$ cat config.mk
export PLATFORM = sky130hd
export DESIGN_NAME = clk_gen_multi
export DESIGN_NICKNAME = d
export VERILOG_FILES = /design/src/rtl/clk_gen_multi.sv
export SDC_FILE = /design/constraint.sdc
export NUM_CORES = 1
export LEC_CHECK = 0
export ABC_AREA = 1
export BUFFER_PORTS_ARGS = -buffer_cell sky130_fd_sc_hd__buf_2
export CAP_MARGIN = 20
export CORE_MARGIN = 3
export CORE_UTILIZATION = 46
export CTS_BUF_LIST = sky130_fd_sc_hd__clkbuf_4 sky130_fd_sc_hd__clkbuf_8 sky130_fd_sc_hd__clkbuf_16
export DETAILED_ROUTE_END_ITERATION = 10
export GPL_TIMING_DRIVEN = 0
export HOLD_SLACK_MARGIN = 0.05
export PLACE_DENSITY = 0.7
export SKIP_LAST_GASP = 1
export SLEW_MARGIN = 15
export SYNTH_ARGS = -nofsm -noshare
export SYNTH_HDL_FRONTEND = slang
export SYNTH_SLANG_ARGS = --single-unit
$ cat constraint.sdc
create_clock -name clk -period 2.05 [get_ports clk]
set_input_delay 0.1025 -clock clk [delete_from_list [all_inputs] [get_ports clk]]
set_output_delay 0.1025 -clock clk [all_outputs]
set_load 0.02 [all_outputs]
$ cat src/rtl/clk_gen_multi.sv
// clk_gen_multi: free-running divider counter with a selectable tap that
// drives a registered, glitch-free CPU clock. Tap changes and halts only take
// effect at a tap fall, so no high phase is ever cut short. While halted, the
// CPU clock can be single-stepped for STEP_HI cycles at a time.
//
// Handshake note: there is no valid/ready pair in this block. halt and sel are
// level requests that are sampled every cycle. step is a level input whose
// rising edge is detected here. busy reports that a tap switch is in progress.
module clk_gen_multi #(
    parameter int WIDTH   = 32,
    parameter int SEL_W   = 5,
    parameter int STEP_HI = 4
) (
    input  logic             clk,
    input  logic             rst,
    input  logic [SEL_W-1:0] sel,
    input  logic             halt,
    input  logic             step,
    output logic [WIDTH-1:0] clkdiv,
    output logic             Clk_CPU,
    output logic             cpu_en,
    output logic [SEL_W-1:0] act_sel,
    output logic             busy,
    output logic [1:0]       dbg_state_o
);

    typedef enum logic [1:0] {
        S_RUN    = 2'd0,
        S_SWITCH = 2'd1,
        S_HALT   = 2'd2,
        S_STEP   = 2'd3
    } state_t;

    localparam logic [SEL_W-1:0] MAX_TAP   = SEL_W'(WIDTH - 1);
    localparam int               CNT_W     = (STEP_HI > 1) ? $clog2(STEP_HI) : 1;
    localparam logic [CNT_W-1:0] STEP_LAST = CNT_W'(STEP_HI - 1);

    state_t           state_q;
    logic [WIDTH-1:0] clkdiv_q;
    logic [WIDTH-1:0] clkdiv_d;
    logic [SEL_W-1:0] act_sel_q;
    logic [SEL_W-1:0] want_sel;
    logic [CNT_W-1:0] step_cnt_q;
    logic             clk_cpu_q;
    logic             cpu_en_q;
    logic             step_prev_q;
    logic             act_rise;
    logic             act_fall;
    logic             want_rise;
    logic             step_edge;

    // Next counter value, clamped tap request and tap edge detection.
    // Rises and falls compare the current counter with the next one, so the
    // CPU clock flop lands exactly on the counter bit it follows.
    always_comb begin
        clkdiv_d  = clkdiv_q + WIDTH'(1);
        want_sel  = ({1'b0, sel} > {1'b0, MAX_TAP}) ? MAX_TAP : sel;
        act_rise  = ~clkdiv_q[act_sel_q] & clkdiv_d[act_sel_q];
        act_fall  = clkdiv_q[act_sel_q] & ~clkdiv_d[act_sel_q];
        want_rise = ~clkdiv_q[want_sel] & clkdiv_d[want_sel];
        step_edge = step & ~step_prev_q;
    end

    // Counter, step edge register and the RUN/SWITCH/HALT/STEP controller.
    // In SWITCH the rise is detected on the newly requested tap, which is the
    // tap that becomes act_sel on that same edge.
    always_ff @(posedge clk) begin
        clkdiv_q    <= clkdiv_d;
        step_prev_q <= step;
        cpu_en_q    <= 1'b0;
        if (rst) begin
            clkdiv_q    <= '0;
            state_q     <= S_SWITCH;
            act_sel_q   <= '0;
            clk_cpu_q   <= 1'b0;
            step_prev_q <= 1'b0;
            step_cnt_q  <= '0;
        end else begin
            case (state_q)
                S_RUN: begin
                    clk_cpu_q <= clkdiv_d[act_sel_q];
                    cpu_en_q  <= act_rise & ~clk_cpu_q;
                    if (act_fall) begin
                        if (halt) begin
                            state_q <= S_HALT;
                        end else if (want_sel != act_sel_q) begin
                            state_q <= S_SWITCH;
                        end
                    end
                end
                S_SWITCH: begin
                    act_sel_q <= want_sel;
                    clk_cpu_q <= 1'b0;
                    if (halt) begin
                        state_q <= S_HALT;
                    end else if (want_rise) begin
                        state_q   <= S_RUN;
                        clk_cpu_q <= 1'b1;
                        cpu_en_q  <= 1'b1;
                    end
                end
                S_HALT: begin
                    clk_cpu_q <= 1'b0;
                    if (!halt) begin
                        state_q <= S_SWITCH;
                    end else if (step_edge) begin
                        state_q    <= S_STEP;
                        clk_cpu_q  <= 1'b1;
                        cpu_en_q   <= 1'b1;
                        step_cnt_q <= STEP_LAST;
                    end
                end
                S_STEP: begin
                    if (step_cnt_q == '0) begin
                        state_q   <= S_HALT;
                        clk_cpu_q <= 1'b0;
                    end else begin
                        step_cnt_q <= step_cnt_q - CNT_W'(1);
                        clk_cpu_q  <= 1'b1;
                    end
                end
                default: begin
                    state_q   <= S_SWITCH;
                    clk_cpu_q <= 1'b0;
                end
            endcase
        end
    end

    assign clkdiv      = clkdiv_q;
    assign Clk_CPU     = clk_cpu_q;
    assign cpu_en      = cpu_en_q;
    assign act_sel     = act_sel_q;
    assign busy        = (state_q == S_SWITCH);
    assign dbg_state_o = state_q;

endmodule
## After elaboration in Yosys (flattened, before gate mapping)

Cells that the tools add are included.

- Flip-flop bits (word level): 44
- Logic and storage cells: 65
- Output and inout port bits: 42

- Magnitude comparators: 2
- Add/sub/neg operators: 2
- Bitwise operators: 10
- Reduce and logical (&&, ||, !) cells: 5
- Muxes and demuxes: 27
- Equality and inequality tests: 12

Operators with widths:

| kind | count |
|---|---|
| adder 32 x 1 -> 32 bit (second input constant) | 1 |
| binary-select mux 1 bit (select 5 bit) | 4 |
| 2-to-1 mux 2 bit | 10 |
| < comparator 5 x 6 -> 1 bit (second input constant) | 2 |
| inequality test 2 bit (second input constant) | 5 |
| 2-to-1 mux 1 bit | 9 |
| case mux 2 bit (4 select lines) | 1 |
| inequality test 3 bit (second input constant) | 2 |
| bitwise AND 1 bit | 5 |
| inequality test 5 bit | 1 |
| inverter 1 bit | 5 |
| AND reduction 5 bit | 1 |
| equality test 2 bit (second input constant) | 2 |
| logical NOT 2 bit | 2 |
| case mux 1 bit (4 select lines) | 1 |
| case mux 2 bit (2 select lines) | 1 |
| AND reduction 4 bit | 1 |
| inequality test 3 x 2 -> 1 bit (second input constant) | 1 |
| case mux 1 bit (3 select lines) | 1 |
| equality test 2 x 1 -> 1 bit (second input constant) | 1 |
| nonzero test 2 bit | 1 |
| subtractor 2 x 1 -> 2 bit (second input constant) | 1 |

## Longest topological paths before layout

- Word-level depth: 7
- Depth in mapped cells: 20
- Mapped depth without buffers: 20

## Worst setup path after synthesis

OpenSTA, ideal clock, no wires.

- Kind: flip-flop to flip-flop
- Start: reg clkdiv_q[0] (netlist: clkdiv[0])
- End: reg state_q[1] (netlist: dbg_state_o[1])
- Slack: -0.140 ns
- Period minus slack after synthesis: 2.190 ns
- Arrival: 2.077 ns
- Library setup time: 0.113 ns
- Stages on the path, launching flop included: 17
- Cells stage by stage: dfxtp_1 ha_1 nand2_1 nor2_4 nand2_2 nor2_4 nand3_1 nand3_1 nand3_1 nand3_1 nand3_1 nand3_1 nand2_1 nand2_2 nand3_2 nor2_1 nor2_1

- Longest elaborated chain between the ends: 7

Ends and longest elaborated chain:

| item | RTL line | RTL |
|---|---|---|
| start, declared | 39 | `logic [WIDTH-1:0] clkdiv_q;` |
| start signal, assigned | 68 | `clkdiv_q <= clkdiv_d;` |
| adder 32 x 1 -> 32 bit | 56 | `clkdiv_d = clkdiv_q + WIDTH'(1);` |
| binary-select mux 1 bit (select 5 bit) | 59 | `act_fall = clkdiv_q[act_sel_q] & ~clkdiv_d[act_sel_q];` |
| 2-to-1 mux 1 bit (implied by the code) | 59 |  |
| inverter 1 bit | 59 |  |
| bitwise AND 1 bit | 59 |  |
| inequality test 2 bit (no source line) | -- |  |
| AND reduction 5 bit (no source line) * | -- |  |
| end signal, assigned | 73 | `state_q <= S_SWITCH;` |
| end signal, assigned | 85 | `state_q <= S_HALT;` |
| end signal, assigned | 87 | `state_q <= S_SWITCH;` |
| end, declared | 38 | `state_t state_q;` |

Every way passes the cells marked *; elsewhere a longest branch is shown, timed or not. The select of a mux whose other input is x is not followed.
A chain may end at the register's enable or synchronous reset.

## Worst setup path after layout

Ends and elaborated chain as after synthesis.

==> impl_metrics.json <==
{
  "first_global_vias": 4382,
  "hp-start": "sel[4]",
  "yosysTopAreaCellShare_pct": 24.1,
  "antenna_found_initial": 0,
  "max_freq_mhz": 447,
  "finish.utilization_pct": 63.2,
  "final_cells": 814,
  "fp.dieH_um": 95.1,
  "cts_htree_levels": 2,
  "power_density_mw_per_mm2": 687,
  "antennaDiodeCount": 0,
  "fin_crit_ns": 2.24,
  "drtIter0Drc": 450,
  "fillers": 754,
  "numCtsBuffers": 5,
  "finalSetupViolCount": 4,
  "yosysSeqAreaShare_pct": 24.1,
  "dr.pass1.iters": 6,
  "irDropWorstVdd_mv": 0.906,
  "drc": 0,
  "async_flop_share_pct": 0,
  "syn_nets": 644,
  "synthTopCellsByArea": "dfxtp_1 (24%), nand3_1 (17%), nand2_1 (15%), nor2_1 (8.3%), inv_1 (6.2%)",
  "drv_cap": 0,
  "holdPathEnd": "act_sel[4]",
  "crit_arrival_ns": 2.46,
  "rsz0062_at_grt": "yes",
  "reg2reg_depth": 17,
  "reg2reg_to": "dbg_state_o[1]",
  "ys_types": 39,
  "worst-setup-path-type": "register to register",
  "routabilityCongestion": 0.957,
  "hp-class": "primary input to register",
  "fp.dieW_um": 95.1,
  "pin_count": 51,
  "path_clk_slew_ns": 0.10,
  "status": "finished with violations",
  "finalWorstSetupSlack_ns": -0.188,
  "syn_inst": 633,
  "ys_warn_count": 0,
  "numPortBuffers": 47,
  "clock_latency_ns": 0.32,
  "drv_slew": 0,
  "yosysTopAreaCell": "dfxtp_1",
  "cts.path.max_buffers": 2,
  "relSlewSlack_pct": 49.8,
  "finClkSkew_ns": 0.0129,
  "ff2ff_setup_slack_ns": -0.19,
  "wl_per_cell_um": 18.1,
  "synth-edff-count": 0,
  "finalPower_w": 0.00325,
  "startpoint": "clkdiv[0]",
  "synth_area_sq_mm": 0.00365,
  "drt_wl_total_um": 14700,
  "mostFrequentLayoutCells": "nand2_1 (130), nand3_1 (107), nor2_1 (68), buf_2 (60), inv_1 (57)",
  "drive_above_1_share_pct": 29.9,
  "grt_pass1_wl_um": 22600,
  "dp_slack_ns": -0.665,
  "viasPerCell": 5.84,
  "regArea_sq_um": 941,
  "initial_utilization_pct": 48.7,
  "timing.hold.ws_ns": 0.137,
  "synthFlopType": "dfxtp_1",
  "finalCritPeriodShare_pct": 109,
  "num_rows": 31,
  "critPathCaptureType": "register",
  "cp.required_ns": 2.28,
  "ant_nets": 0,
  "gr-usage-all-layers_pct": 32.8,
  "multiInputGateArea_sq_mm": 0.00269,
  "finalHoldViolations": 0,
  "vias": 4753,
  "cts_tree": "done",
  "die_area_sq_mm": 0.00904,
  "power_leakage_nw": 1.96,
  "grt_max_degree": 16,
  "tightest_slew_ns": 0.753,
  "dp_hpwl_um": 10200,
  "areaGrowthSynthToFinish_pct": 29.7,
  "cp_max_fo": 7,
  "synth-seq-cells": 44,
  "layout_commonest_cell": "nand2_1",
  "dpl.cell_count": 779,
  "rr_startpoint": "clkdiv[0]",
  "cts_root_buf": "clkbuf_8",
  "cts.sinks": 44,
  "core-area_sq_mm": 0.00749,
  "hold_depth": 3,
  "syn_avg_cell_area_sq_um": 5.76,
  "grt.overflow.total": 0,
  "layout.nets": 725,
  "cp-start-kind": "register",
  "violations": "setup timing"
}
-- flip-flops by register name, summed over array words and instances (netlist names) --
name / flops
Clk_CPU: 1
dbg_state_o: 2
step_prev_q: 1
clkdiv: 32
step_cnt_q: 2
cpu_en: 1
act_sel: 5
-- critical path, cell delays in order (launching register included) --
cell	delay, ns
dfxtp_4	0.38
buf_6	0.12
nand3_4	0.11
inv_4	0.10
nand2_8	0.08
nor2_8	0.18
xor2_2	0.23
nand2_1	0.08
nand3_1	0.11
nand3_1	0.10
nand3_1	0.09
nand2_1	0.07
nand2_2	0.09
nand2_2	0.07
nand2_2	0.07
nand3_2	0.08
nor2_1	0.12
nor2_1	0.05
-- what timing repair did --
action | CTS | global route
hold buffers | 1 | 0
setup buffers | 18 | 13
endpoints found under the setup margin | 4 | 5
resized for setup | 56 | 70
pin swaps | 21 | 20
cloned | 0 | 0
hold endpoints to repair | 1 | 0
-- cell families after synthesis --
| kind of cell | after synthesis | share of synthesized area [%] |
|---|---|---|
| and+or+nand+nor | 386 | 47.5 |
| DFF | 44 | 24.1 |
| xor gates and xnor gates | 7 | 2.09 |
| buffers and inverters | 94 | 10.7 |
| AOI/OAI and AO/OA | 100 | 14.9 |
| adders and majority gates | 2 | 0.686 |
-- report_power, final --
part | internal, W | switching [W] | leakage, nW
sequential | 0.000920 | 0.0000895 | 0.374
combinational | 0.000563 | 0.00108 | 1.55
clock | 0.000242 | 0.000360 | 0.0404
-- layer usage --
layer / vias up / GRT usage [%] / share of wire, %
met4: 0 / 18.9 / 5.6
met1: 2164 / 43.2 / 41
met5: - / 1.79 / 0
li1: 2248 / - / -
met3: 72 / 7.42 / 10
met2: 269 / 48.9 / 43
-- metrics by stage --
step,area (sq um),setup TNS (ns)
2_1_floorplan,3660,0
3_3_place_gp,4020,-2.48
3_5_place_dp,4020,-2.42
4_1_cts,4430,-0.730
5_1_grt,4730,-1.10
6_report,4730,-0.521
-- worst max path at each step --
stage                                 to  slack [ns]
after global routing      dbg_state_o[1]       -0.33
after CTS                 dbg_state_o[1]       -0.20
after detailed placement  dbg_state_o[1]       -0.66
final                     dbg_state_o[1]       -0.19
after global placement    dbg_state_o[1]       -0.67
after floorplan           dbg_state_o[1]        0.03
-- final cells by class --
cell class	instances	share of cell area (%)
repair buffers	74	10.1
clock inverters	3	0.502
well taps	99	2.62
inverters	64	5.26
multi-input cells	495	56.8
flip-flops and latches	44	19.9
plain buffers	30	3.36
clock buffers	5	1.45
-- synth_stat cells (2+ instances only) --
| library cell | count |
|---|---|
| dfxtp_1 | 44 |
| o21bai_1 | 2 |
| xor2_1 | 3 |
| a31oi_1 | 2 |
| and2_1 | 4 |
| clkinv_1 | 3 |
| o211ai_1 | 7 |
| o21ai_0 | 40 |
| nor2_2 | 3 |
| nand3_2 | 2 |
| inv_1 | 60 |
| nor2_4 | 5 |
| nand3_1 | 125 |
| nor2_1 | 81 |
| nand2_2 | 8 |
| buf_2 | 14 |
| a21oi_1 | 41 |
| xor2_2 | 2 |
| a221oi_1 | 2 |
| buf_1 | 3 |
| xnor2_1 | 2 |
| clkbuf_1 | 10 |
| buf_6 | 2 |
| nand2_1 | 150 |
| ha_1 | 2 |
| o22ai_1 | 3 |
Note: power is estimated with default switching activity, not from simulation.
